==> config.mk <==
export PLATFORM = sky130hd
export DESIGN_NAME = mem_arbiter_flat
export DESIGN_NICKNAME = d
export VERILOG_FILES = /design/src/rtl/mem_arb_pkg.sv /design/src/rtl/mem_arbiter_if.sv /design/src/rtl/mem_arb_rr.sv /design/src/rtl/mem_arbiter.sv /design/src/flat_wrapper.sv
export SDC_FILE = /design/constraint.sdc
export NUM_CORES = 1
export LEC_CHECK = 0
export BUFFER_PORTS_ARGS = -buffer_cell sky130_fd_sc_hd__buf_2
export CORE_ASPECT_RATIO = 0.7
export CORE_MARGIN = 2
export CORE_UTILIZATION = 30
export CTS_CLUSTER_DIAMETER = 30
export DETAILED_ROUTE_END_ITERATION = 6
export PLACE_DENSITY = 0.68
export REMOVE_ABC_BUFFERS = 1
export SLEW_MARGIN = 40
export SYNTH_ARGS = -nofsm -noshare
export SYNTH_HDL_FRONTEND = slang
export SYNTH_HIERARCHICAL = 1
export SYNTH_SLANG_ARGS = --single-unit
==> constraint.sdc <==
create_clock -name clk -period 1.9 [get_ports clk]
set_input_delay 0.19 -clock clk [delete_from_list [all_inputs] [get_ports clk]]
set_output_delay 0.19 -clock clk [all_outputs]
set_load 0.1 [all_outputs]
==> src/rtl/mem_arb_pkg.sv <==
// Shared types and default sizing for the two-port memory arbiter.
package mem_arb_pkg;

    localparam int ADDR_W  = 5;
    localparam int DATA_W  = 8;
    localparam int TIMEOUT = 15;

    typedef enum logic [1:0] {
        IDLE = 2'd0,
        CMD  = 2'd1,
        RESP = 2'd2
    } arb_state_e;

endpackage

==> src/rtl/mem_arbiter_if.sv <==
// Client and memory-side signal bundle for mem_arbiter; slave is the arbiter's view.
interface mem_arbiter_if
    import mem_arb_pkg::*;
#(
    parameter int ADDR_W = mem_arb_pkg::ADDR_W,
    parameter int DATA_W = mem_arb_pkg::DATA_W
);
    // Handshake: a client raises reqN with weN/addrN/wdataN stable and holds it
    // until doneN is sampled high, dropping req at that same edge. On the memory
    // side read/write stay asserted with addr/data_i stable until ack is sampled.
    logic              req0;
    logic              req1;
    logic              we0;
    logic              we1;
    logic [ADDR_W-1:0] addr0;
    logic [ADDR_W-1:0] addr1;
    logic [DATA_W-1:0] wdata0;
    logic [DATA_W-1:0] wdata1;
    logic              done0;
    logic              done1;
    logic              err0;
    logic              err1;
    logic [DATA_W-1:0] rdata;
    logic              busy;
    logic              read;
    logic              write;
    logic [ADDR_W-1:0] addr;
    logic [DATA_W-1:0] data_i;
    logic [DATA_W-1:0] data_o;
    logic              ack;
    arb_state_e        dbg_state;

    modport slave (
        input  req0, req1, we0, we1, addr0, addr1, wdata0, wdata1, data_o, ack,
        output done0, done1, err0, err1, rdata, busy, read, write, addr, data_i,
               dbg_state
    );

    modport master (
        output req0, req1, we0, we1, addr0, addr1, wdata0, wdata1, data_o, ack,
        input  done0, done1, err0, err1, rdata, busy, read, write, addr, data_i,
               dbg_state
    );

endinterface

==> src/rtl/mem_arb_rr.sv <==
// Round-robin grant selection between two requesters; remembers the last winner.
module mem_arb_rr (
    input  logic clk,
    input  logic rst,
    input  logic i_req0,
    input  logic i_req1,
    input  logic i_take,
    output logic o_gnt_sel,
    output logic o_gnt_vld
);

    // Reset to port 1 so that port 0 wins the first contested grant.
    logic r_last_gnt;

    always_comb begin
        o_gnt_vld = i_req0 | i_req1;
        if (i_req0 && i_req1) begin
            o_gnt_sel = ~r_last_gnt;
        end else begin
            o_gnt_sel = i_req1;
        end
    end

    always_ff @(posedge clk or posedge rst) begin
        if (rst) begin
            r_last_gnt <= 1'b1;
        end else if (i_take) begin
            r_last_gnt <= o_gnt_sel;
        end
    end

endmodule

==> src/rtl/mem_arbiter.sv <==
// Two-port round-robin arbiter/sequencer in front of a single-port memory.
// Optional ack timeout is enabled by defining MEM_ARB_TIMEOUT_EN.
module mem_arbiter
    import mem_arb_pkg::*;
#(
    parameter int ADDR_W  = mem_arb_pkg::ADDR_W,
    parameter int DATA_W  = mem_arb_pkg::DATA_W,
    parameter int TIMEOUT = mem_arb_pkg::TIMEOUT
) (
    input  logic         clk,
    input  logic         rst,
    mem_arbiter_if.slave bus
);

    arb_state_e        r_state;
    arb_state_e        w_state_nxt;
    logic              r_read;
    logic              w_read_nxt;
    logic              r_write;
    logic              w_write_nxt;
    logic [ADDR_W-1:0] r_addr;
    logic [ADDR_W-1:0] w_addr_nxt;
    logic [DATA_W-1:0] r_data_i;
    logic [DATA_W-1:0] w_data_i_nxt;
    logic [DATA_W-1:0] r_rdata;
    logic [DATA_W-1:0] w_rdata_nxt;
    logic              r_done0;
    logic              w_done0_nxt;
    logic              r_done1;
    logic              w_done1_nxt;
    logic              r_busy;
    logic              r_gnt;
    logic              w_gnt_nxt;
    logic              w_take;
    logic              w_gnt_sel;
    logic              w_gnt_vld;
    logic              w_sel_we;
    logic [ADDR_W-1:0] w_sel_addr;
    logic [DATA_W-1:0] w_sel_wdata;

`ifdef MEM_ARB_TIMEOUT_EN
    localparam int CNT_W = $clog2(TIMEOUT + 1);
    logic [CNT_W-1:0]  r_cnt;
    logic [CNT_W-1:0]  w_cnt_nxt;
    logic              w_err_nxt;
    logic              r_err0;
    logic              r_err1;
`endif

    mem_arb_rr u_rr (
        .clk       (clk),
        .rst       (rst),
        .i_req0    (bus.req0),
        .i_req1    (bus.req1),
        .i_take    (w_take),
        .o_gnt_sel (w_gnt_sel),
        .o_gnt_vld (w_gnt_vld)
    );

    assign w_sel_we    = w_gnt_sel ? bus.we1    : bus.we0;
    assign w_sel_addr  = w_gnt_sel ? bus.addr1  : bus.addr0;
    assign w_sel_wdata = w_gnt_sel ? bus.wdata1 : bus.wdata0;

    always_ff @(posedge clk or posedge rst) begin
        if (rst) begin
            r_state <= IDLE;
        end else begin
            r_state <= w_state_nxt;
        end
    end

    // The command registers double as the latched request fields while in CMD.
    always_comb begin
        w_state_nxt  = r_state;
        w_read_nxt   = r_read;
        w_write_nxt  = r_write;
        w_addr_nxt   = r_addr;
        w_data_i_nxt = r_data_i;
        w_rdata_nxt  = r_rdata;
        w_done0_nxt  = 1'b0;
        w_done1_nxt  = 1'b0;
        w_gnt_nxt    = r_gnt;
        w_take       = 1'b0;
`ifdef MEM_ARB_TIMEOUT_EN
        w_cnt_nxt    = r_cnt;
        w_err_nxt    = 1'b0;
`endif
        case (r_state)
            IDLE: begin
                if (w_gnt_vld) begin
                    w_take       = 1'b1;
                    w_gnt_nxt    = w_gnt_sel;
                    w_read_nxt   = ~w_sel_we;
                    w_write_nxt  = w_sel_we;
                    w_addr_nxt   = w_sel_addr;
                    w_data_i_nxt = w_sel_wdata;
                    w_state_nxt  = CMD;
`ifdef MEM_ARB_TIMEOUT_EN
                    w_cnt_nxt    = '0;
`endif
                end
            end
            CMD: begin
                if (bus.ack) begin
                    w_read_nxt   = 1'b0;
                    w_write_nxt  = 1'b0;
                    w_addr_nxt   = '0;
                    w_data_i_nxt = '0;
                    if (r_read) begin
                        w_rdata_nxt = bus.data_o;
                    end
                    w_done0_nxt  = ~r_gnt;
                    w_done1_nxt  = r_gnt;
                    w_state_nxt  = RESP;
                end
`ifdef MEM_ARB_TIMEOUT_EN
                else if (r_cnt == CNT_W'(TIMEOUT - 1)) begin
                    w_read_nxt   = 1'b0;
                    w_write_nxt  = 1'b0;
                    w_addr_nxt   = '0;
                    w_data_i_nxt = '0;
                    w_done0_nxt  = ~r_gnt;
                    w_done1_nxt  = r_gnt;
                    w_err_nxt    = 1'b1;
                    w_state_nxt  = RESP;
                end else begin
                    w_cnt_nxt = r_cnt + 1'b1;
                end
`endif
            end
            RESP: begin
                w_state_nxt = IDLE;
            end
            default: begin
                w_state_nxt = IDLE;
            end
        endcase
    end

    always_ff @(posedge clk or posedge rst) begin
        if (rst) begin
            r_read   <= 1'b0;
            r_write  <= 1'b0;
            r_addr   <= '0;
            r_data_i <= '0;
            r_rdata  <= '0;
            r_done0  <= 1'b0;
            r_done1  <= 1'b0;
            r_busy   <= 1'b0;
            r_gnt    <= 1'b0;
        end else begin
            r_read   <= w_read_nxt;
            r_write  <= w_write_nxt;
            r_addr   <= w_addr_nxt;
            r_data_i <= w_data_i_nxt;
            r_rdata  <= w_rdata_nxt;
            r_done0  <= w_done0_nxt;
            r_done1  <= w_done1_nxt;
            r_busy   <= (w_state_nxt != IDLE);
            r_gnt    <= w_gnt_nxt;
        end
    end

`ifdef MEM_ARB_TIMEOUT_EN
    always_ff @(posedge clk or posedge rst) begin
        if (rst) begin
            r_cnt  <= '0;
            r_err0 <= 1'b0;
            r_err1 <= 1'b0;
        end else begin
            r_cnt  <= w_cnt_nxt;
            r_err0 <= w_err_nxt & w_done0_nxt;
            r_err1 <= w_err_nxt & w_done1_nxt;
        end
    end

    assign bus.err0 = r_err0;
    assign bus.err1 = r_err1;
`else
    assign bus.err0 = 1'b0;
    assign bus.err1 = 1'b0;
`endif

    assign bus.read      = r_read;
    assign bus.write     = r_write;
    assign bus.addr      = r_addr;
    assign bus.data_i    = r_data_i;
    assign bus.rdata     = r_rdata;
    assign bus.done0     = r_done0;
    assign bus.done1     = r_done1;
    assign bus.busy      = r_busy;
    assign bus.dbg_state = r_state;

endmodule

==> src/flat_wrapper.sv <==
// flat-port wrapper written by rule: the top's interface ports become plain ports
module mem_arbiter_flat import mem_arb_pkg::*;
#(
    parameter int ADDR_W  = mem_arb_pkg::ADDR_W,
    parameter int DATA_W  = mem_arb_pkg::DATA_W,
    parameter int TIMEOUT = mem_arb_pkg::TIMEOUT
)
  (clk, rst, bus_req0, bus_req1, bus_we0, bus_we1, bus_addr0, bus_addr1, bus_wdata0, bus_wdata1, bus_data_o, bus_ack, bus_done0, bus_done1, bus_err0, bus_err1, bus_rdata, bus_busy, bus_read, bus_write, bus_addr, bus_data_i, bus_dbg_state);
  mem_arbiter_if #(.ADDR_W(ADDR_W), .DATA_W(DATA_W)) bus_i ();
  input  logic clk;
  input  logic rst;
  input wire logic [$bits(bus_i.req0)-1:0] bus_req0;
  input wire logic [$bits(bus_i.req1)-1:0] bus_req1;
  input wire logic [$bits(bus_i.we0)-1:0] bus_we0;
  input wire logic [$bits(bus_i.we1)-1:0] bus_we1;
  input wire logic [$bits(bus_i.addr0)-1:0] bus_addr0;
  input wire logic [$bits(bus_i.addr1)-1:0] bus_addr1;
  input wire logic [$bits(bus_i.wdata0)-1:0] bus_wdata0;
  input wire logic [$bits(bus_i.wdata1)-1:0] bus_wdata1;
  input wire logic [$bits(bus_i.data_o)-1:0] bus_data_o;
  input wire logic [$bits(bus_i.ack)-1:0] bus_ack;
  output wire logic [$bits(bus_i.done0)-1:0] bus_done0;
  output wire logic [$bits(bus_i.done1)-1:0] bus_done1;
  output wire logic [$bits(bus_i.err0)-1:0] bus_err0;
  output wire logic [$bits(bus_i.err1)-1:0] bus_err1;
  output wire logic [$bits(bus_i.rdata)-1:0] bus_rdata;
  output wire logic [$bits(bus_i.busy)-1:0] bus_busy;
  output wire logic [$bits(bus_i.read)-1:0] bus_read;
  output wire logic [$bits(bus_i.write)-1:0] bus_write;
  output wire logic [$bits(bus_i.addr)-1:0] bus_addr;
  output wire logic [$bits(bus_i.data_i)-1:0] bus_data_i;
  output wire logic [$bits(bus_i.dbg_state)-1:0] bus_dbg_state;
  assign bus_i.req0 = bus_req0;
  assign bus_i.req1 = bus_req1;
  assign bus_i.we0 = bus_we0;
  assign bus_i.we1 = bus_we1;
  assign bus_i.addr0 = bus_addr0;
  assign bus_i.addr1 = bus_addr1;
  assign bus_i.wdata0 = bus_wdata0;
  assign bus_i.wdata1 = bus_wdata1;
  assign bus_i.data_o = bus_data_o;
  assign bus_i.ack = bus_ack;
  assign bus_done0 = bus_i.done0;
  assign bus_done1 = bus_i.done1;
  assign bus_err0 = bus_i.err0;
  assign bus_err1 = bus_i.err1;
  assign bus_rdata = bus_i.rdata;
  assign bus_busy = bus_i.busy;
  assign bus_read = bus_i.read;
  assign bus_write = bus_i.write;
  assign bus_addr = bus_i.addr;
  assign bus_data_i = bus_i.data_i;
  assign bus_dbg_state = bus_i.dbg_state;
  mem_arbiter #(.ADDR_W(ADDR_W), .DATA_W(DATA_W), .TIMEOUT(TIMEOUT)) u_core (.clk(clk), .rst(rst), .bus(bus_i));
endmodule
### After elaboration in Yosys (flattened, before gate mapping)

Cells that the tools add are included.

* bits in registers: 30
* bits in latches: 0
* memory bits (writable): 0
* bits in read-only memories: 0
* output and inout bits: 30
* memories: 0

* add/subtract/negate cells: 0
* multipliers: 0
* divide/modulo/power cells: 0
* order comparisons: 0
* equality and inequality tests: 3
* shift-type cells: 0
* mux-type cells: 24
* bitwise operators: 4
* reduce and logical (&&, ||, !) cells: 7

Operators by type and width (number)
* two-way mux 8 bit: 3
* case mux 8 bit (2 select lines): 1
* two-way mux 5 bit: 3
* two-way mux 1 bit: 11
* case mux 5 bit (2 select lines): 1
* AND reduction 3 bit: 2
* two-way mux 2 bit: 2
* != test 2 bit, second input constant: 2
* case mux 1 bit (2 select lines): 2
* case mux 2 bit (2 select lines): 1
* nonzero test 2 bit: 2
* inverter 1 bit: 3
* equality test 2 x 1 -> 1 bit, second input constant: 1
* zero test 2 bit: 1
* AND reduction 2 bit: 1
* logical AND 1 bit: 1
* bitwise OR 1 bit: 1

### Longest topological paths before layout

* depth in word-level cells: 6
* mapped depth: 6
* depth with buffers taken out: 4

### Modules after synthesis

The synthesis kept the hierarchy.

Modules (own cells, without submodules)
* mem_arbiter: instances 1, cells each 105, area an instance 1398.8 um2, seq. area each 725.7 um2
* mem_arb_rr: instances 1, cells each 5, area an instance 62.6 um2, seq. area each 26.3 um2

### Worst setup path after synthesis

Ideal clock, no wire load.

* path kind: register to register
* from: reg u_core.r_state[0], in the netlist u_core/bus.dbg_state[0]
* to: reg u_core.r_addr[1], in the netlist u_core/bus.addr[1]
* setup time: 126 ps
* data arrival time: 1835 ps
* required time: 1774 ps
* slack: -61 ps
* cell stages (with the launch flop): 5
* period minus slack after synthesis: 1961 ps
* cell sequence: dfrtp_1 > nand2b_2 > a21oi_4 > buf_12 > mux2_4

* longest elaborated chain between the ends: 3
* elaborated cells between the ends (all ways): 7
* those cells by class: 3 x eq/ne; 1 x mux; 3 x reduce/logical

Ends and longest elaborated chain
* start, declared: line mem_arbiter.sv:15 `arb_state_e r_state;`
* start signal, assigned: line mem_arbiter.sv:68 `r_state <= w_state_nxt;`
* equality test 2 x 1 -> 1 bit / zero test 2 bit (equally long branches): line mem_arbiter.sv:88 `case (r_state)`
* != test 2 bit (no source line) / nonzero test 2 bit (equally long branches)
* AND reduction 3 bit (no source line)
* end signal, assigned: line mem_arbiter.sv:154 `r_addr <= w_addr_nxt;`
* end, declared: line mem_arbiter.sv:21 `logic [ADDR_W-1:0] r_addr;`

Several ways; a longest one is shown, not always the timed one.
A chain may end at the register's enable or synchronous reset.

### Worst setup path after layout

* from: reg u_core.u_rr.r_last_gnt
* to: reg u_core.r_data_i[1], in the netlist u_core/bus.data_i[1]

* longest elaborated chain between the ends: 5

Ends and longest elaborated chain
* start, declared: line mem_arb_rr.sv:13 `logic r_last_gnt;`
* start signal, assigned: line mem_arb_rr.sv:28 `r_last_gnt <= o_gnt_sel;`
* inverter 1 bit: line mem_arb_rr.sv:18 `o_gnt_sel = ~r_last_gnt;`
* two-way mux 1 bit: line mem_arb_rr.sv:17 `if (i_req0 && i_req1) begin`
* via u_core.w_gnt_sel: line mem_arbiter.sv:35 `logic w_gnt_sel;`
* two-way mux 8 bit: line mem_arbiter.sv:62 `assign w_sel_wdata = w_gnt_sel ? bus.wdata1 : bus.wdata0;`
* two-way mux 8 bit: line mem_arbiter.sv:90 `if (w_gnt_vld) begin`
* case mux 8 bit (2 select lines): line mem_arbiter.sv:88
* end signal, assigned: line mem_arbiter.sv:155 `r_data_i <= w_data_i_nxt;`
* end, declared: line mem_arbiter.sv:23 `logic [DATA_W-1:0] r_data_i;`

The timed path passes the listed nets, and every way through them passes these cells. The select of a mux whose other input is x is not followed.

==> impl_results.md <==
* Status: complete, no violations
* Mapped Area at 1460 µm²
* ANT nets after route at 0
* Cell taking the most area after synthesis: dfrtp_1
* Syn-to-layout area delta at 34.4%
* Drt initial violations at 33
* Die width at 87.4 µm
* Largest net degree at the start of global routing at 30
* Mapped Cells at 110
* Startpoint of the worst hold path: bus_data_o[0]
* Drt first pass iters at 3
* Cell variety after synth at 22
* Setup WS pre-CTS at 80.0 ps
* Site Rows at 21
* CP max FO at 9
* Vias/cell at 4.35
* Post-layout min period at 1630 ps
* Critical Path Start: u_core/u_rr/r_last_gnt$_DFFE_PP1P_
* CP endpoint kind: register
* Area of the die at 5450 µm²
* GRT Util Overall at 12.4%
* GP Congestion at 0.706
* Seq/Total Area, Yosys at 51.5%
* Largest incremental delay on the critical path at 380 ps
* Initial Utilization at 30.9%
* Fillers at 463
* Unrepaired setup endpoints after global routing: false
* Synthesized area per cell at 13.3 µm²
* Worst hold-check path type: input pin to register
* TritonCTS Sinks at 30
* Clock Skew at 2.05 ps
* Max Slew Vio Count at 0
* Die Height at 62.4 µm
* #FFs+latches synth at 30
* Clock buffer depth at 2
* CP Data Arrival Time at 1790 ps
* Initial antenna violation count at 0
* Vias in the first global route at 1044
* Max Clk Rate at 612 MHz
* Cell family with the largest share of critical-path delay: multiplexers
* Most frequent cell after synthesis: dfrtp_1
* Ys async rst share at 100%
* Fraction of layout cells with a size suffix above 1 at 59.6%
* CTS root buf: clkbuf_8
* Port Buffers at 68
* CP Class: register to register
* Io pins at 71
* Aggregate global routing overflow at 0
* WL final at 3.01 mm
* DR vias at 1065
* Critical path's slowest cell: dfstp_2
* Setup violators final at 0
* WP data required at 2060 ps
* Top cell type's share of synthesized area at 49.7%
* Clock buffers created by TritonCTS at 5
* Reg area at 752 µm²
* Placeable core area at 4730 µm²
* Ys Warns at 6
* H-tree levels at 2
* Nets at 228
* # diodes at 0
* Wire length per cell at 12.3 µm
* DRC viols at 0
* Synth area leaders: dfrtp_1 50%, mux2_2 11%, mux2_4 10%
* Clock-pin slew on the worst setup and hold paths at 60 ps
* CTS tree: yes
* First-pass GRT wire length at 5.12 mm
* Worst path bufs/invs at 1
* Hold Fails Final Rpt at 0
* Most instantiated cells after synthesis: 29 x dfrtp_1, 17 x nor2_1, 15 x mux2i_1
* Post-DP HPWL at 2.32 mm
* Multi-input logic area at 643 µm²
* Worst setup margin at 265 ps
* Synth Flop Type: dfrtp_1
* RR Startpoint: u_core/u_rr/r_last_gnt$_DFFE_PP1P_
* Maxcap violations at 0
* CP Launch Type: register
* Post-route clock period utilization at 86.1%
* Post-synth EDFFs at 0
* CP Cell Sequence: a21boi_4 -> buf_4 -> mux2i_1 -> nor2_1 -> mux2_4
* Worst skew pair latency at 270 ps
==> final cells by class <==
class,count,share of cell area (%)
Sequential cell,30,38.3
Multi-Input combinational cell,70,32.7
Timing Repair Buffer,76,20.5
Clock buffer,8,4.08
Tap cell,57,3.63
Inverter,4,0.764
==> path summary, 6_finish.rpt <==
kind | endpoint | slack (ps) | depth (start not counted)
min reg2reg | u_core/bus.done0$_DFF_PP0_ | 470 | 1
max reg2reg | u_core/bus.data_i[1]$_DFFE_PP0P_ | 270 | 5
min | u_core/bus.rdata[0]$_DFFE_PP0P_ | 140 | 2
max | u_core/bus.data_i[1]$_DFFE_PP0P_ | 270 | 5
max in group asynchronous | u_core/bus.addr[3]$_DFFE_PP0P_ | 1080 | 4
min in group asynchronous | u_core/u_rr/r_last_gnt$_DFFE_PP1P_ | 490 | 3
==> kinds of logic after synthesis <==
family	count (synthesis)	share of synthesized area, %
AO/OA/AOI/OAI	3	2.31
buffers and inverters	11	5.31
flip-flops	30	51.5
multiplexers	39	31.3
other	1	0.257
AND/OR/NAND/NOR	26	9.33
==> cells in the final DEF (no fill, tap or decap) <==
cell,count
mux2_2,14
nand2_2,1
and3_2,1
mux2i_1,15
dfstp_2,1
and2_2,1
buf_2,68
clkbuf_1,3
nand3_4,1
buf_4,7
dlygate4sd3_1,1
inv_1,4
a21oi_4,1
nor2_1,17
clkbuf_8,5
nor2b_1,2
a21boi_4,1
conb_1,2
nand2b_2,1
mux2_4,10
dfrtp_1,29
o22ai_1,1
or2_1,1
nand2b_1,1
==> stage by stage <==
step / area (µm²) / cells / hold slack [ps] / TNS (ps) / util (%)
after floorplan: 1400 / 104 / 79.7 / -10570 / -
after global placement: 1870 / 236 / 232 / 0 / 39.5
after detailed placement: 1870 / 236 / 229 / 0 / 39.5
after CTS: 1960 / 245 / 129 / 0 / 41.4
after global routing: 1960 / 245 / 129 / 0 / 41.5
final: 1960 / 245 / 145 / 0 / 41.5
==> routing by layer <==
layer	track usage (%)	vias up	part of all wire [%]
li1	-	518	-
met1	18.4	494	52
met2	15.8	48	38
met3	4.76	5	8.5
met4	5.19	0	1.2
met5	0	-	0
==> flip-flops by register name (all words and copies together) (netlist names) <==
signal                  cells
u_core/bus.data_i           8
u_core/bus.read             1
u_core/bus.addr             5
u_core/bus.dbg_state        2
u_core/bus.write            1
u_core/bus.done1            1
u_core/bus.busy             1
u_core/r_gnt                1
u_core/bus.done0            1
u_core/bus.rdata            8
u_core/u_rr/r_last_gnt      1
==> timing repair <==
action                     4_1_cts  5_1_grt
hold buffers                     1        0
setup buffers                    0        0
hold endpoints to repair        18        0
gates resized for setup          0        1
setup endpoints to repair        0        3
Power is not shown: default switching activity piles up to over one toggle a cycle in this logic, so the estimate is an artifact.
